===== src/rtl/pll_lock_sequencer.sv =====
// PLL power-up and lock supervisor: sequences PLL enable/reset/settle, watches the
// synchronized trim word for stability, and switches clk_sel to the PLL once locked.
module pll_lock_sequencer #(
    parameter int RST_CYCLES  = 4,
    parameter int LOSS_CYCLES = 3
) (
    input  logic        clock,
    input  logic        resetb,
    input  logic        start,
    input  logic        bypass,
    input  logic [4:0]  div_cfg,
    input  logic [25:0] trim,
    input  logic [11:0] settle_cycles,
    input  logic [7:0]  stable_cycles,
    input  logic [15:0] timeout_cycles,
    output logic        pll_enable,
    output logic        pll_resetb,
    output logic [4:0]  pll_div,
    output logic        clk_sel,
    output logic        locked,
    output logic        fault,
    output logic [2:0]  state
);

    typedef enum logic [2:0] {
        IDLE    = 3'd0,
        RESET   = 3'd1,
        SETTLE  = 3'd2,
        MONITOR = 3'd3,
        LOCKED  = 3'd4,
        FAULT   = 3'd5
    } st_t;

    localparam int RW = $clog2(RST_CYCLES + 2);
    localparam int LW = $clog2(LOSS_CYCLES + 2);

    st_t           st;
    logic [25:0]   t_s1, t_s2, t_prev;
    logic          changed;
    logic [RW-1:0] rst_cnt;
    logic [LW-1:0] loss_cnt;
    logic [11:0]   settle_cnt, settle_max;
    logic [7:0]    stable_cnt, stable_max, stable_inc;
    logic [15:0]   tmo_cnt, tmo_inc;

    // {pll_enable, pll_resetb, clk_sel, locked, fault} for the state being entered
    function automatic logic [4:0] outs(st_t s);
        case (s)
            RESET:   outs = 5'b10000;
            SETTLE:  outs = 5'b11000;
            MONITOR: outs = 5'b11000;
            LOCKED:  outs = 5'b11110;
            FAULT:   outs = 5'b00001;
            default: outs = 5'b00000;
        endcase
    endfunction

    always_comb begin
        changed    = (t_s2 != t_prev);
        settle_max = (settle_cycles == '0) ? 12'd1 : settle_cycles;
        stable_max = (stable_cycles == '0) ? 8'd1 : stable_cycles;
        stable_inc = (stable_cnt == '1) ? stable_cnt : stable_cnt + 8'd1;
        tmo_inc    = (tmo_cnt == '1) ? tmo_cnt : tmo_cnt + 16'd1;
    end

    assign state = st;

    always_ff @(posedge clock or negedge resetb) begin
        if (!resetb) begin
            st         <= IDLE;
            t_s1       <= '0;
            t_s2       <= '0;
            t_prev     <= '0;
            rst_cnt    <= '0;
            loss_cnt   <= '0;
            settle_cnt <= '0;
            stable_cnt <= '0;
            tmo_cnt    <= '0;
            pll_div    <= '0;
            {pll_enable, pll_resetb, clk_sel, locked, fault} <= '0;
        end else begin
            t_s1   <= trim;
            t_s2   <= t_s1;
            t_prev <= t_s2;
            if (st != IDLE && (!start || bypass)) begin
                st         <= IDLE;
                pll_div    <= '0;
                rst_cnt    <= '0;
                loss_cnt   <= '0;
                settle_cnt <= '0;
                stable_cnt <= '0;
                tmo_cnt    <= '0;
                {pll_enable, pll_resetb, clk_sel, locked, fault} <= outs(IDLE);
            end else begin
                case (st)
                    IDLE: if (start && !bypass) begin
                        st      <= RESET;
                        pll_div <= div_cfg;
                        rst_cnt <= '0;
                        {pll_enable, pll_resetb, clk_sel, locked, fault} <= outs(RESET);
                    end
                    RESET: if (int'(rst_cnt) + 1 >= RST_CYCLES) begin
                        st         <= SETTLE;
                        settle_cnt <= '0;
                        {pll_enable, pll_resetb, clk_sel, locked, fault} <= outs(SETTLE);
                    end else begin
                        rst_cnt <= rst_cnt + RW'(1);
                    end
                    SETTLE: if (settle_cnt + 12'd1 >= settle_max) begin
                        st         <= MONITOR;
                        stable_cnt <= '0;
                        tmo_cnt    <= '0;
                        {pll_enable, pll_resetb, clk_sel, locked, fault} <= outs(MONITOR);
                    end else begin
                        settle_cnt <= settle_cnt + 12'd1;
                    end
                    // Lock is judged on the registered stable count so it wins over a same-cycle timeout.
                    MONITOR: if (stable_cnt >= stable_max) begin
                        st       <= LOCKED;
                        loss_cnt <= '0;
                        {pll_enable, pll_resetb, clk_sel, locked, fault} <= outs(LOCKED);
                    end else if (timeout_cycles != '0 && tmo_inc >= timeout_cycles) begin
                        st <= FAULT;
                        {pll_enable, pll_resetb, clk_sel, locked, fault} <= outs(FAULT);
                    end else begin
                        stable_cnt <= changed ? 8'd0 : stable_inc;
                        tmo_cnt    <= tmo_inc;
                    end
                    LOCKED: if (changed) begin
                        if (int'(loss_cnt) + 1 >= LOSS_CYCLES) begin
                            st         <= MONITOR;
                            loss_cnt   <= '0;
                            stable_cnt <= '0;
                            tmo_cnt    <= '0;
                            {pll_enable, pll_resetb, clk_sel, locked, fault} <= outs(MONITOR);
                        end else begin
                            loss_cnt <= loss_cnt + LW'(1);
                        end
                    end else begin
                        loss_cnt <= '0;
                    end
                    FAULT: ;
                    default: begin
                        st <= IDLE;
                        {pll_enable, pll_resetb, clk_sel, locked, fault} <= outs(IDLE);
                    end
                endcase
            end
        end
    end

endmodule

===== config.mk =====
export PLATFORM = sky130hd
export DESIGN_NAME = pll_lock_sequencer
export DESIGN_NICKNAME = d
export VERILOG_FILES = /design/src/rtl/pll_lock_sequencer.sv
export SDC_FILE = /design/constraint.sdc
export NUM_CORES = 1
export LEC_CHECK = 0
export ABC_AREA = 0
export CAP_MARGIN = 0
export CORE_MARGIN = 3
export CORE_UTILIZATION = 45
export DETAILED_ROUTE_END_ITERATION = 16
export PLACE_DENSITY = 0.77
export SETUP_SLACK_MARGIN = 0.3
export SLEW_MARGIN = 5
export SYNTH_ARGS = -nofsm -noshare
export SYNTH_HDL_FRONTEND = slang
export SYNTH_SLANG_ARGS = --single-unit
export TNS_END_PERCENT = 1

===== constraint.sdc =====
create_clock -name clock -period 7 [get_ports clock]
set_clock_uncertainty 0.15 [all_clocks]
set_input_delay 2.1 -clock clock [delete_from_list [all_inputs] [get_ports clock]]
set_output_delay 2.1 -clock clock [all_outputs]
set_load 0.02 [all_outputs]

==> results of run 1 <==
-- cells in the mapped netlist, types with 3 or more instances --
cell type | number | area, µm²
o21ai_0 | 44 | 220
xnor2_1 | 18 | 158
xor2_1 | 29 | 254
o22a_1 | 7 | 61.3
nand3_1 | 18 | 90.1
nor2_1 | 30 | 113
nor3_1 | 9 | 45.0
a31oi_1 | 6 | 37.5
and4_1 | 5 | 43.8
or3_1 | 3 | 18.8
nor2b_1 | 5 | 31.3
buf_4 | 4 | 30.0
ha_1 | 45 | 563
buf_6 | 3 | 33.8
buf_2 | 3 | 15.0
nand4_1 | 8 | 50.1
inv_1 | 45 | 169
a21oi_1 | 24 | 120
and2_1 | 4 | 25.0
nand2_1 | 42 | 158
a22o_1 | 9 | 78.8
clkbuf_1 | 8 | 30.0
nor4_1 | 15 | 93.8
a32o_1 | 4 | 40.0
a21o_1 | 4 | 30.0
and3_1 | 16 | 100
nand2b_1 | 9 | 56.3
dfrtp_1 | 132 | 3300
o31ai_1 | 8 | 60.1
-- sequential cells by signal, summed over array words and instances, names as in the netlist --
name and cells:
pll_enable 1, fault 1, state 3, tmo_cnt 16, rst_cnt 3, t_s1 26, locked 1, stable_cnt 8
t_s2 26, pll_resetb 1, pll_div 5, loss_cnt 3, t_prev 26, settle_cnt 12
-- final timing paths --
kind	startpoint	endpoint	slack, ns	cells past startpoint
hold reg to reg	t_s1[23]$_DFF_PN0_	t_s2[23]$_DFF_PN0_	0.19	0
setup / recovery	stable_cycles[2]	tmo_cnt[8]$_DFFE_PN0P_	1.70	13
hold / removal	t_s1[23]$_DFF_PN0_	t_s2[23]$_DFF_PN0_	0.19	0
setup reg to reg	tmo_cnt[2]$_DFFE_PN0P_	pll_resetb$_DFFE_PN0P_	2.15	15
max in group asynchronous	resetb	t_s1[21]$_DFF_PN0_	3.80	2
min in group asynchronous	resetb	t_s1[0]$_DFF_PN0_	1.72	1
-- power groups by stage --
stage	Clock, mW	Sequential, mW	Combinational, mW
after floorplan	0	0.895	0.378
after global placement	0	0.882	0.537
after detailed placement	0	0.885	0.558
after CTS	0.898	0.873	0.563
after global routing	0.941	0.880	0.620
final	0.880	0.872	0.561
-- metrics by stage --
stage | worst slack, ns | utilization (%)
CTS | 1.71 | 58.5
finish | 1.70 | 58.5
global route | 1.35 | 58.5
floorplan | 2.31 | -
detailed placement | 1.29 | 54.1
global placement | 1.45 | 54.1
-- cell families after synthesis --
group / after synthesis / synth area share (%)
AOI/OAI and AO/OA: 126 / 13.1
xor gates and xnor gates: 47 / 6.50
adders and majority gates: 45 / 8.89
buffers and inverters: 65 / 4.50
DFF: 132 / 52.1
muxes: 5 / 0.908
and+or+nand+nor: 170 / 13.9
-- layer usage --
| metal | vias to the layer above | GRT usage (%) | wire, µm |
|---|---|---|---|
| li1 | 2259 | - | - |
| met1 | 2255 | 21.2 | 5630 |
| met2 | 110 | 28.8 | 6510 |
| met3 | 9 | 4.29 | 574 |
| met4 | 0 | 4.84 | 97 |
| met5 | - | 0 | 0 |
-- cell type report --
cell class	count	area share, %
inverters	46	2.18
flip-flops and latches	132	41.8
repair buffers	87	10.9
clock inverters	12	1.84
clock buffers	20	5.78
well taps	176	2.79
multi-input cells	393	34.8
==> metrics.yaml, run 1 <==
synth:
  synth_edf_count: 0
  yosys_warnings: 0
  synth_seq_cells: 132
  syn_area_mm2: 0.00634
  avgSynthCellArea_um2: 10.7
  yosysSeqAreaShare_pct: 52.1
  synth_flop_cell: "dfrtp_1"
  synthCells: 590
  ys_async_sr_fraction_pct: 100
  ys_types: 56
  syn_nets: 706
sta:
  rsz0062_at_grt: "no"
  slew_violations: 0
  hold_viol_final: 0
  finalSetupViolCount: 0
  fmax_ghz: 0.189
  period_minus_slack_ns: 5.30
  worstMarginPinSlew_ns: 1.05
  hold-worst-slack_ns: 0.192
  fin_setup_tns_ns: 0
  finalCritPeriodShare_pct: 75.8
  relSlewSlack_pct: 29.9
power_and_ir_drop:
  pwr-share-comb_pct: 24.2
  powerDensity_mw_per_mm2: 293
  switching_share_pct: 30.8
  ir_drop_v: 0.000176
  p_switching_uw: 713
  power_mw: 2.31
  p_leak_nw: 3.77
  p_int_mw: 1.60
  power.share.sequential_pct: 37.7
  clockPowerShare_pct: 38.1
cts:
  clk_path_buf_depth: 2
  h-tree-depth: 4
  clkTransAtPathRegs_ns: 0.06
  clock_latency_ns: 0.40
  cts_num_sinks: 132
  cts_tree: "built"
  cts_setup_buffers: 0
  cts_made_buffers: 17
  cts_resized: 0
  postCtsHoldBufs: 0
  cts_root_buf: "clkbuf_16"
global_routing:
  grt_util_all_layers_pct: 16.8
  grt_pass1_wl_um: 21600
  grt_max_degree: 85
  antenna_found_initial: 0
  overflow: 0
  grt_pass1_vias: 4680
place:
  place_inst: 834
  dp_hpwl_um: 9200
  gp_congestion: 0.872
  io_buffers: 83
  placed_area_mm2: 0.00730
critical_path:
  worstSetupEndpointType: "register"
  cp_top_family: "compound AO/OA/AOI/OAI gates"
  crit_buf_inv: 2
  max_stage_delay_ns: 0.43
  cp_slowest_cell: "clkdlybuf4s50_1"
  crit_arrival_ns: 5.43
  start_kind: "primary input"
  required_ns: 7.13
  path_class: "in -> reg"
  cp_cell_sequence: "clkdlybuf4s50_1, nor4_1, a41o_1, ha_1, nand2b_1, a21o_1, a211oi_1, o21ai_0, o31ai_1, nand3_1, buf_4, o21ai_0, o31ai_1"
  cp_max_fo: 16
floorplan:
  fp.coreArea_mm2: 0.0135
  die_w_um: 125
  die_area_mm2: 0.0155
  initial_core_util_pct: 46.9
  fp-row-count: 42
  die_h_um: 125
  ios: 84
detailed_routing:
  vias: 4633
  drt-total-wl_um: 12800
  drc_errors: 0
  dr.pass1.iters: 4
  avgRoutedWirePerCell_um: 14.8
  vias_per_cell: 5.35
  postRouteAntennaNets: 0
  first_iter_violations: 364
job:
  max_cap_viol_count: 0
status:
  outcome: "complete, no violations"
cells_and_area:
  fin_cells: 866
  syn_to_final_growth_pct: 24.7
  design_area_mm2: 0.00790
  antenna_cells: 0
  drive_gt1_share_pct: 6.67
  multi_input_comb_area_mm2: 0.00275
  regArea_mm2: 0.00330
  final_cell_mix: "132 x dfrtp_1, 82 x clkdlybuf4s50_1, 45 x inv_1, 45 x ha_1, 44 x o21ai_0"
  nets: 793
  final_common_cell: "dfrtp_1"
  fillers: 1070
hold_path:
  min_path_type: "reg -> reg"
Note: power is estimated with default switching activity, not from simulation.
==> inputs of run 2 (changes only) <==
Clock period 7 ns to 5.2 ns, I/O delays scaled along.
==> run 2 against run 1 <==
Compared with the run above: core utilization rose by 0.12 points; via count rose by 1.8%; sequential cell count did not move; routed wire length rose by 1.0%; critical path type unchanged.
==> metrics.yaml, run 2 (synthesis gave the netlist of run 1 again) <==
global_routing:
  antenna_found_initial: 0  # unchanged
  grt_pass1_wl_um: 21700  # +0.57%
  grt_pass1_vias: 4778  # +2.1%
  met3_usage_pct: 3.13  # -1.2 points
  busiest_layer: "met2"
  grt_max_degree: 72  # -15%
  grt_use_met1_pct: 21.3  # +0.056 points
  met2_usage_pct: 28.6  # -0.16 points
  grt_util_all_layers_pct: 16.8  # about the same
  overflow: 0  # unchanged
critical_path:
  r2r_end: "pll_resetb$_DFFE_PN0P_"
  cp_max_fo: 11  # -5
  cp-startpoint: "stable_cycles[2]"
  cp_cell_sequence: "clkdlybuf4s50_1, nor4_1, a41o_1, ha_1, nand2b_1, a21o_1, a211oi_1, o21ai_0, or3_1, and4_4, and3_4, a211o_1"
  cp_slowest_cell: "clkdlybuf4s50_1"
  r2r-start: "tmo_cnt[2]$_DFFE_PN0P_"
  worstSetupEndpointType: "register"
  crit_arrival_ns: 4.61  # -0.82 ns
  max_stage_delay_ns: 0.43  # about the same
  start_kind: "primary input"
  endpoint: "state[0]$_DFFE_PN0P_"
  path_class: "in -> reg"
  rr_worst_depth: 15  # unchanged
  required_ns: 5.33  # -1.80 ns
  reg2reg_setup_slack_ns: 0.75  # -1.40 ns
detailed_routing:
  drc_errors: 0  # unchanged
  dr.pass1.iters: 5  # +1
  postRouteAntennaNets: 0  # unchanged
  first_iter_violations: 428  # +18%
  drt-total-wl_um: 12900  # +1.0%
  avgRoutedWirePerCell_um: 14.9  # +0.57%
  vias: 4716  # +1.8%
  vias_per_cell: 5.42  # +1.3%
place:
  gp_congestion: 0.868  # -0.49%
  dp_hpwl_um: 9430  # +2.5%
  io_buffers: 83  # unchanged
  place_inst: 838  # +0.48%
floorplan:
  ios: 84  # unchanged
  fp.coreArea_mm2: 0.0135  # unchanged
  fp-row-count: 42  # unchanged
  die_w_um: 125  # unchanged
  die_area_mm2: 0.0155  # unchanged
  die_h_um: 125  # unchanged
  initial_core_util_pct: 46.9  # unchanged
sta:
  hold_viol_final: 0  # unchanged
  relSlewSlack_pct: 44.1  # +14 points
  slew_violations: 0  # unchanged
  finalSetupViolCount: 0  # unchanged
  fin_setup_tns_ns: 0  # unchanged
  fmax_ghz: 0.224
  worstMarginPinSlew_ns: 0.839  # -0.212 ns
  period_minus_slack_ns: 4.47
  rsz0062_at_grt: "no"
  hold-worst-slack_ns: 0.196  # +0.00332 ns
  finalCritPeriodShare_pct: 86.0
cells_and_area:
  fin_cells: 870  # +0.46%
  drive_gt1_share_pct: 7.35  # +0.68 points
  largestRegisters: "t_prev: 26 flops, t_s1: 26 flops, t_s2: 26 flops"
  final_cell_mix: "132 x dfrtp_1, 82 x clkdlybuf4s50_1, 45 x inv_1, 45 x ha_1, 44 x o21ai_0"
  syn_to_final_growth_pct: 25.0
  nets: 797  # +0.50%
  antenna_cells: 0  # unchanged
  final_common_cell: "dfrtp_1"
  final_util_pct: 58.6  # +0.12 points
cts:
  cts_setup_buffers: 0  # unchanged
  clock_latency_ns: 0.40  # about the same
  cts_num_sinks: 132  # unchanged
  clkTransAtPathRegs_ns: 0.06  # about the same
  cts_root_buf: "clkbuf_16"
  clk_path_buf_depth: 2  # unchanged
  cts_tree: "built"
  cts_made_buffers: 17  # unchanged
  h-tree-depth: 4  # unchanged
hold_path:
  min_path_type: "reg -> reg"
power_and_ir_drop:
  powerDensity_mw_per_mm2: 390  # +33%
  p_leak_nw: 3.78  # about the same
  ir_drop_v: 0.000219  # +24%
job:
  max_cap_viol_count: 0  # unchanged
status:
  outcome: "complete, no violations"
[run 2: changes by cell type in the layout (fill, tap and decap cells not counted)]
cell | previous run | this run
a31oi_1 | 6 | 5
clkbuf_8 | 2 | 1
bufinv_16 | 2 | 1
buf_12 | 0 | 1
clkinv_2 | 0 | 1
a31oi_2 | 1 | 2
clkinvlp_4 | 2 | 4
buf_4 | 5 | 8
clkinv_4 | 4 | 3
[run 2: timing repair]
| action | 4_1_cts | 5_1_grt |
|---|---|---|
| endpoints found under the setup margin | 0 | 16 |
| hold buffers | 0 | 0 |
| resized for setup | 0 | 1 |
[run 2: area by class of cell]
| class | count | area [µm²] |
|---|---|---|
| inverter | 46 | 173 |
| sequential | 132 | 3300 |
| timing repair buffer | 91 | 901 |
| multi-input combinational | 393 | 2750 |
| clock inverter | 13 | 126 |
| fill | 1063 | 5590 |
| tap | 176 | 220 |
| clock buffer | 19 | 443 |
[run 2: worst min path at each step]
stage | slack, ns | end | start | depth (start not counted)
detailed placement | 0.18 | t_s2[13]$_DFF_PN0_ | t_s1[13]$_DFF_PN0_ | 0
floorplan | 0.18 | t_s2[0]$_DFF_PN0_ | t_s1[0]$_DFF_PN0_ | 0
global route | 0.20 | t_s2[13]$_DFF_PN0_ | t_s1[13]$_DFF_PN0_ | 0
global placement | 0.18 | t_s2[4]$_DFF_PN0_ | t_s1[4]$_DFF_PN0_ | 0
CTS | 0.20 | t_s2[16]$_DFF_PN0_ | t_s1[16]$_DFF_PN0_ | 0
finish | 0.20 | t_s2[16]$_DFF_PN0_ | t_s1[16]$_DFF_PN0_ | 0
[run 2: stage by stage]
step                      instance area [µm²]  setup slack [ns]  power [mW]
after floorplan                          6340              1.05        1.71
after global placement                   7340             0.437        1.94
after detailed placement                 7340             0.344        1.98
after CTS                                7910             0.633        3.11
after global routing                     7920             0.367        3.25
final                                    7920             0.727        3.09
[run 2: critical path: cells and delay by family]
family | cells | cell delay (ns)
compound gates | 5 | 1.20
simple gates | 5 | 1.18
buf+inv | 1 | 0.43
fa+ha+maj | 1 | 0.21
[run 2: layer usage]
layer  vias to the layer above  wire length, µm  share of wire, %
li1                       2280                -                 -
met2                       121             6640                51
met5                         -                0                 0
met1                      2301             5530                43
met4                         0              163               1.3
met3                        14              603               4.7
[run 2: where the power goes]
part           switching, mW  leakage (nW)  total, mW  internal [mW]
logic                  0.455          1.86      0.786          0.331
registers             0.0700          1.65       1.18           1.11
clock network          0.448         0.267       1.12          0.677
total                  0.974          3.78       3.09           2.11
